## src/rtl/reqrsp_rr_mux_pkg.sv

```systemverilog
// Shared types and helpers for the round-robin reqrsp multiplexer.
//
// rr_q_t / rr_p_t     : request and response payloads of the reqrsp channels.
// rr_req_t / rr_rsp_t : full request (q, q_valid, p_ready) and response
//                       (p, p_valid, q_ready) bundles. These are the default
//                       bundle types of reqrsp_rr_mux; other bundles with the
//                       same field names can be supplied at instantiation.
// idx_width()         : bits needed to index n items, never less than one.
package reqrsp_rr_mux_pkg;

  typedef struct packed {
    logic [15:0] addr;
    logic        write;
    logic [31:0] wdata;
  } rr_q_t;

  typedef struct packed {
    logic [31:0] rdata;
    logic        error;
  } rr_p_t;

  typedef struct packed {
    rr_q_t q;
    logic  q_valid;
    logic  p_ready;
  } rr_req_t;

  typedef struct packed {
    rr_p_t p;
    logic  p_valid;
    logic  q_ready;
  } rr_rsp_t;

  function automatic int idx_width(int n);
    return (n > 1) ? $clog2(n) : 1;
  endfunction

endpackage

```

## src/rtl/reqrsp_rr_mux_fifo.sv

```systemverilog
// In-order ID FIFO for reqrsp_rr_mux.
// It records which upstream port owns each outstanding request.
// The read side is the registered head entry, so the FIFO never falls through
// from push to pop in the same cycle.
//
// Ports:
//   clk, rst  : clock and synchronous active-high reset (empties the FIFO)
//   push      : write wr_data; ignored while full
//   pop       : drop the head entry; ignored while empty
//   wr_data   : ID to store
//   rd_data   : ID at the head (stale when empty)
//   count     : current occupancy, 0..Depth
module reqrsp_rr_mux_fifo
  import reqrsp_rr_mux_pkg::*;
#(
  parameter int  Width      = 1,
  parameter int  Depth      = 4,
  localparam int PtrWidth   = idx_width(Depth),
  localparam int CountWidth = $clog2(Depth + 1)
) (
  input  logic                  clk,
  input  logic                  rst,
  input  logic                  push,
  input  logic                  pop,
  input  logic [Width-1:0]      wr_data,
  output logic [Width-1:0]      rd_data,
  output logic [CountWidth-1:0] count
);

  logic [Width-1:0]    mem [Depth];
  logic [PtrWidth-1:0] wr_ptr;
  logic [PtrWidth-1:0] rd_ptr;
  logic                full;
  logic                empty;
  logic                do_push;
  logic                do_pop;

  assign full    = (count == CountWidth'(Depth));
  assign empty   = (count == '0);
  assign do_push = push && !full;
  assign do_pop  = pop && !empty;
  assign rd_data = mem[rd_ptr];

  // Storage is left unreset; only entries between the pointers are ever read.
  always_ff @(posedge clk) begin
    if (do_push) begin
      mem[wr_ptr] <= wr_data;
    end
  end

  // Pointers wrap explicitly so that depths which are not powers of two work.
  always_ff @(posedge clk) begin
    if (rst) begin
      wr_ptr <= '0;
      rd_ptr <= '0;
      count  <= '0;
    end else begin
      if (do_push) begin
        wr_ptr <= (wr_ptr == PtrWidth'(Depth - 1)) ? '0 : wr_ptr + PtrWidth'(1);
      end
      if (do_pop) begin
        rd_ptr <= (rd_ptr == PtrWidth'(Depth - 1)) ? '0 : rd_ptr + PtrWidth'(1);
      end
      case ({do_push, do_pop})
        2'b10:   count <= count + CountWidth'(1);
        2'b01:   count <= count - CountWidth'(1);
        default: count <= count;
      endcase
    end
  end

  push_when_full: assert property (@(posedge clk) disable iff (rst) !(push && full));

endmodule

```

## src/rtl/reqrsp_rr_mux.sv

```systemverilog
// Round-robin multiplexer that shares one downstream reqrsp port between
// NrPorts upstream requesters.
// Requests are arbitrated round-robin and pass through combinationally.
// The grantee of every accepted request is queued in an ID FIFO, and the
// responses are steered back to the requesters in the same order.
//
// Ports:
//   clk_i, rst_i : clock and synchronous active-high reset
//   slv_req_i    : upstream requests (q, q_valid, p_ready), one per port
//   slv_rsp_o    : upstream responses (p, p_valid, q_ready), one per port
//   mst_req_o    : downstream request
//   mst_rsp_i    : downstream response
module reqrsp_rr_mux
  import reqrsp_rr_mux_pkg::*;
#(
  parameter int  NrPorts   = 2,
  parameter int  RespDepth = 4,
  parameter type req_t     = rr_req_t,
  parameter type rsp_t     = rr_rsp_t,
  localparam int IdxWidth  = idx_width(NrPorts)
) (
  input  logic clk_i,
  input  logic rst_i,
  input  req_t slv_req_i [NrPorts],
  output rsp_t slv_rsp_o [NrPorts],
  output req_t mst_req_o,
  input  rsp_t mst_rsp_i
);

  localparam int CountWidth = $clog2(RespDepth + 1);

  logic [IdxWidth-1:0]   rr_q;
  logic [IdxWidth-1:0]   sel_q;
  logic                  lock_q;
  logic [IdxWidth-1:0]   arb_sel;
  logic [IdxWidth-1:0]   sel;
  logic [IdxWidth-1:0]   head;
  logic [CountWidth-1:0] fifo_count;
  logic                  full;
  logic                  empty;
  logic                  q_valid;
  logic                  q_hs;
  logic                  p_ready;
  logic                  p_hs;

  assign full  = (fifo_count == CountWidth'(RespDepth));
  assign empty = (fifo_count == '0);

  // Pick the first requesting port at or above rr_q, wrapping around.
  always_comb begin : arbitrate
    int   cand;
    logic found;
    cand    = 0;
    found   = 1'b0;
    arb_sel = rr_q;
    for (int i = 0; i < NrPorts; i++) begin
      cand = (int'(rr_q) + i) % NrPorts;
      if (!found && slv_req_i[IdxWidth'(cand)].q_valid) begin
        found   = 1'b1;
        arb_sel = IdxWidth'(cand);
      end
    end
  end

  // A stalled request keeps its port selected until it is accepted.
  // Without this, a late arrival could change the payload on mst_req_o
  // while it is still valid and not yet ready.
  // A full FIFO blocks new requests even if a response pops in the same
  // cycle, so there is no combinational path from the p channel to the
  // q channel.
  assign sel     = lock_q ? sel_q : arb_sel;
  assign q_valid = slv_req_i[sel].q_valid && !full && !rst_i;
  assign q_hs    = q_valid && mst_rsp_i.q_ready;
  assign p_ready = slv_req_i[head].p_ready && !empty && !rst_i;
  assign p_hs    = p_ready && mst_rsp_i.p_valid;

  // Only the winner sees q_ready, and only when the downstream accepts.
  // Only the FIFO head sees p_valid.
  always_comb begin
    mst_req_o         = '0;
    mst_req_o.q       = slv_req_i[sel].q;
    mst_req_o.q_valid = q_valid;
    mst_req_o.p_ready = p_ready;
    for (int k = 0; k < NrPorts; k++) begin
      slv_rsp_o[k]         = '0;
      slv_rsp_o[k].p       = mst_rsp_i.p;
      slv_rsp_o[k].p_valid = mst_rsp_i.p_valid && !empty && !rst_i && (head == IdxWidth'(k));
      slv_rsp_o[k].q_ready = q_hs && (sel == IdxWidth'(k));
    end
  end

  // After a grant, the pointer moves just past the granted port.
  // When nothing is accepted, the pointer stays where it is.
  always_ff @(posedge clk_i) begin
    if (rst_i) begin
      rr_q   <= '0;
      sel_q  <= '0;
      lock_q <= 1'b0;
    end else begin
      lock_q <= q_valid && !mst_rsp_i.q_ready;
      sel_q  <= sel;
      if (q_hs) begin
        rr_q <= (sel == IdxWidth'(NrPorts - 1)) ? '0 : sel + IdxWidth'(1);
      end
    end
  end

  reqrsp_rr_mux_fifo #(
    .Width (IdxWidth),
    .Depth (RespDepth)
  ) u_id_fifo (
    .clk     (clk_i),
    .rst     (rst_i),
    .push    (q_hs),
    .pop     (p_hs),
    .wr_data (sel),
    .rd_data (head),
    .count   (fifo_count)
  );

  rsp_while_empty: assert property (@(posedge clk_i) disable iff (rst_i)
    mst_rsp_i.p_valid |-> !empty);

  mst_q_stable: assert property (@(posedge clk_i) disable iff (rst_i)
    (mst_req_o.q_valid && !mst_rsp_i.q_ready) |=>
      (mst_req_o.q_valid && (mst_req_o.q == $past(mst_req_o.q))));

  for (genvar g = 0; g < NrPorts; g++) begin : gen_slv_assert
    slv_q_stable: assert property (@(posedge clk_i) disable iff (rst_i)
      (slv_req_i[g].q_valid && !slv_rsp_o[g].q_ready) |=>
        (slv_req_i[g].q == $past(slv_req_i[g].q)));
  end

endmodule
```

## config.mk

```make
export PLATFORM = sky130hd
export DESIGN_NAME = reqrsp_rr_mux
export DESIGN_NICKNAME = d
export VERILOG_FILES = /design/src/rtl/reqrsp_rr_mux_pkg.sv /design/src/rtl/reqrsp_rr_mux_fifo.sv /design/src/rtl/reqrsp_rr_mux.sv
export SDC_FILE = /design/constraint.sdc
export NUM_CORES = 1
export LEC_CHECK = 0
export CORE_AREA = 2 2 101 103
export DETAILED_ROUTE_END_ITERATION = 7
export DIE_AREA = 0 0 103 105
export GPL_TIMING_DRIVEN = 0
export PLACE_DENSITY = 0.67
export SYNTH_ARGS = -nofsm -noshare
export SYNTH_HDL_FRONTEND = slang
export SYNTH_SLANG_ARGS = --single-unit
export TNS_END_PERCENT = 5
```

## constraint.sdc

```tcl
create_clock -name clk_i -period 5.1 [get_ports clk_i]
set_input_delay 1.02 -clock clk_i [delete_from_list [all_inputs] [get_ports clk_i]]
set_output_delay 1.02 -clock clk_i [all_outputs]
set_load 0.02 [all_outputs]
```

==> flow_metrics.tcl <==
set metrics [dict create \
    max_freq_mhz 260 \
    placementRows 36 \
    wl_per_cell_um 14.6 \
    report.final.hold_viol_count 0 \
    post_detailed_route_count_of_antenna_violating_nets 0 \
    ys_async_sr_fraction 0 \
    finClkSkew_ns 0.00467 \
    fin_crit_ns 3.85 \
    yosysSeqAreaShare 0.190 \
    postCtsHoldBufs 0 \
    initial_core_util 0.196 \
    antenna_found_initial 0 \
    floorplan.core_area_um2 9640 \
    path_class "in -> out" \
    grt_max_degree 11 \
    io_buffers 226 \
    final_layout_size_suffix_gt1_frac 0.298 \
    mappedNetlistArea_um2 1890 \
    regToRegStartpoint "lock_q" \
    dieWidth_um 103 \
    cp_cell_sequence "clkdlybuf4s50_1, clkbuf_1, a211oi_1, buf_4, clkdlybuf4s50_1" \
    die_y_um 105 \
    timing.max_cap.violations 0 \
    power_density_nw_per_um2 143 \
    setup_ws_ns 1.25 \
    netlist_top_cells_area "mux2_2 29%, buf_4 27%, dfxtp_1 13%, edfxtp_1 6.3%, ha_1 4.0%" \
    worst_setup_path_endpoint "mst_req_o[1]" \
    tritoncts_clock_tree "yes" \
    wire_length_of_the_first_global_routing_pass_mm 11.9 \
    hold_class "reg -> reg" \
    worstPathMaxFanout 10 \
    post_synth.cell_area_avg_um2 9.47 \
    crit_path_top_delay_cell "clkdlybuf4s50_1" \
    post-synth-top-count-cell "buf_4" \
    critical_path_depth 5 \
    synth.largest_area_cell "mux2_2" \
    unrepaired_setup_endpoints_after_global_routing "false" \
    cts_resized 0 \
    cp_num_buf_inv 4 \
    r2r.worst_path.cells 10 \
    layout-area-overhead-vs-synth_pct 131 \
    tritoncts.num_buffers 3 \
    gr-total-overflow 0 \
    insertedDiodeCount 0 \
    gpl.final_weighted_congestion 0.770 \
    post_cts.repair.setup_buffers 0 \
    cp_common_cell "clkdlybuf4s50_1" \
    p_leak_nw 1.76 \
    gate_count_after_technology_mapping 200 \
    detailedPlacementHpwl_mm 7.41 \
    status "complete, no violations" \
    io-pin-count 260 \
    crit_family "buffers and inverters" \
    detailedPlace.worstSlack_ns 1.24 \
    synth_commonest_cells "68 x buf_4, 49 x mux2_2, 12 x dfxtp_1" \
    rrSetupSlack_ns 2.38 \
    floorplan.die_area_um2 10800 \
    timing.critical_path.slowest_cell_delay_ns 0.60 \
    crit_path_end_kind "output pin" \
    synth_enable_flop_cells 4 \
    synth_top_area_share 0.291 \
    period_share 0.755 \
    synth-seq-cells 16 \
    seqCellArea_um2 360 \
    multiInputGateArea_um2 965 \
    grt_pass1_vias 2412 \
    worstSetupStartpointType "input port" \
    cts_num_sinks 16 \
    drc 0 \
    fillerInstances 917 \
    slew_violations 0 \
    grt_usage 0.140 \
    mappedNetlistNets 346 \
    cts_buffer_depth 2 \
    relSlewSlack 0.646 \
    cp.required_ns 4.08 \
    postSynth.topFlopCell "dfxtp_1" \
    first_pass_iters 4 \
    routed_wl_mm 8.24 \
    setup-tns-final_ns 0 \
    post_synth_num_cell_types 28 \
    routed_via_density 3.89 \
    root_buf_cell "clkbuf_8" \
    detailedRoute.firstIterationViolations 47 \
    dr_vias 2190 \
    finalNetCount 577 \
    max-vdd-ir-drop_v 0.0000858 \
    clock_insertion_delay_worst_skew_ns 0.25 \
    min_path_cells 2 \
    ctsHtreeMaxLevel 1 \
    cp-startpoint "rst_i" \
    end_of_the_worst_register_to_register_path "u_id_fifo.count[2]" \
    worst_setup_hold_path_clk_slew_ns 0.06 \
    setup_viol 0 \
    arrival_ns 2.83 \
    synth.yosys.warnings 0 \
    worst_pin_slew_ns 0.530 \
]
[worst register-to-register path, delay by kind of cell (launching register included)]
family / cells / cell delay [ns]
compound gates: 1 / 0.14
fa+ha+maj: 2 / 0.55
flops: 1 / 0.37
simple gates: 2 / 0.47
xor+xnor: 1 / 0.15
mux: 2 / 0.82
buf+inv: 2 / 0.15
[power breakdown]
part,total (W),switching [W],internal [W]
combinational,0.000393,0.000155,0.000238
sequential,0.000137,0.00000329,0.000134
clock,0.0000963,0.0000428,0.0000535
[layout make-up]
cell class / count / area share
plain buffers: 74 / 0.123
flip-flops and latches: 16 / 0.0825
repair buffers: 226 / 0.518
multi-input cells: 102 / 0.221
clock inverters: 1 / 0.000860
well taps: 133 / 0.0381
inverters: 8 / 0.00688
clock buffers: 3 / 0.00946
[metal layers]
metal	up-vias	share of wire	track usage
met5	-	0	0
met4	0	0.015	0.0301
met3	12	0.083	0.0381
met2	119	0.56	0.275
met1	986	0.34	0.142
li1	1073	-	-
[logic make-up (layout without fill, tap and decap cells)]
group           Yosys count  count (layout)  share of synthesized area
mux                      54              54                      0.334
compound gates           13              13                     0.0390
simple gates             26              26                     0.0773
xor+xnor                  2               2                    0.00925
flops                    16              16                      0.190
fa+ha+maj                 7               7                     0.0502
buf+inv                  82             312                      0.300
[layout by cell type, fill, tap and decap left out, types with 2 or more instances in the layout]
cell type        count
clkbuf_8             3
nor2b_1              2
nor2_1               9
edfxtp_1             4
mux2i_1              2
clkbuf_1             2
inv_1                8
o21ai_0              4
and2_1               5
and3_1               2
buf_4               68
dfxtp_1             12
clkdlybuf4s50_1    226
mux2_2              49
a211oi_1             2
a21oi_1              6
or4_1                2
xor2_1               2
ha_1                 6
nor3_1               2
buf_2                4
[through the flow]
step	std cells	power (W)	cell area (um2)	hold slack [ns]	utilization
3_3_place_gp	559	0.000530	4320	0.507	0.448
5_1_grt	563	0.000656	4370	0.552	0.453
2_1_floorplan	200	0.000322	1890	0.480	-
4_1_cts	563	0.000632	4370	0.524	0.453
6_report	563	0.000626	4370	0.516	0.453
3_5_place_dp	559	0.000534	4320	0.514	0.448
[worst min-delay path by stage]
| stage | endpoint | slack, ns | startpoint |
|---|---|---|---|
| floorplan | flip-flop | 0.48 | u_id_fifo.rd_ptr[0] |
| global placement | u_id_fifo.wr_ptr[1] | 0.51 | u_id_fifo.wr_ptr[1] |
| detailed placement | u_id_fifo.wr_ptr[1] | 0.51 | u_id_fifo.wr_ptr[1] |
| CTS | u_id_fifo.wr_ptr[1] | 0.52 | u_id_fifo.wr_ptr[1] |
| global route | u_id_fifo.wr_ptr[1] | 0.55 | u_id_fifo.wr_ptr[1] |
| finish | u_id_fifo.wr_ptr[1] | 0.52 | u_id_fifo.wr_ptr[1] |
(Power assumes the default switching activity.)
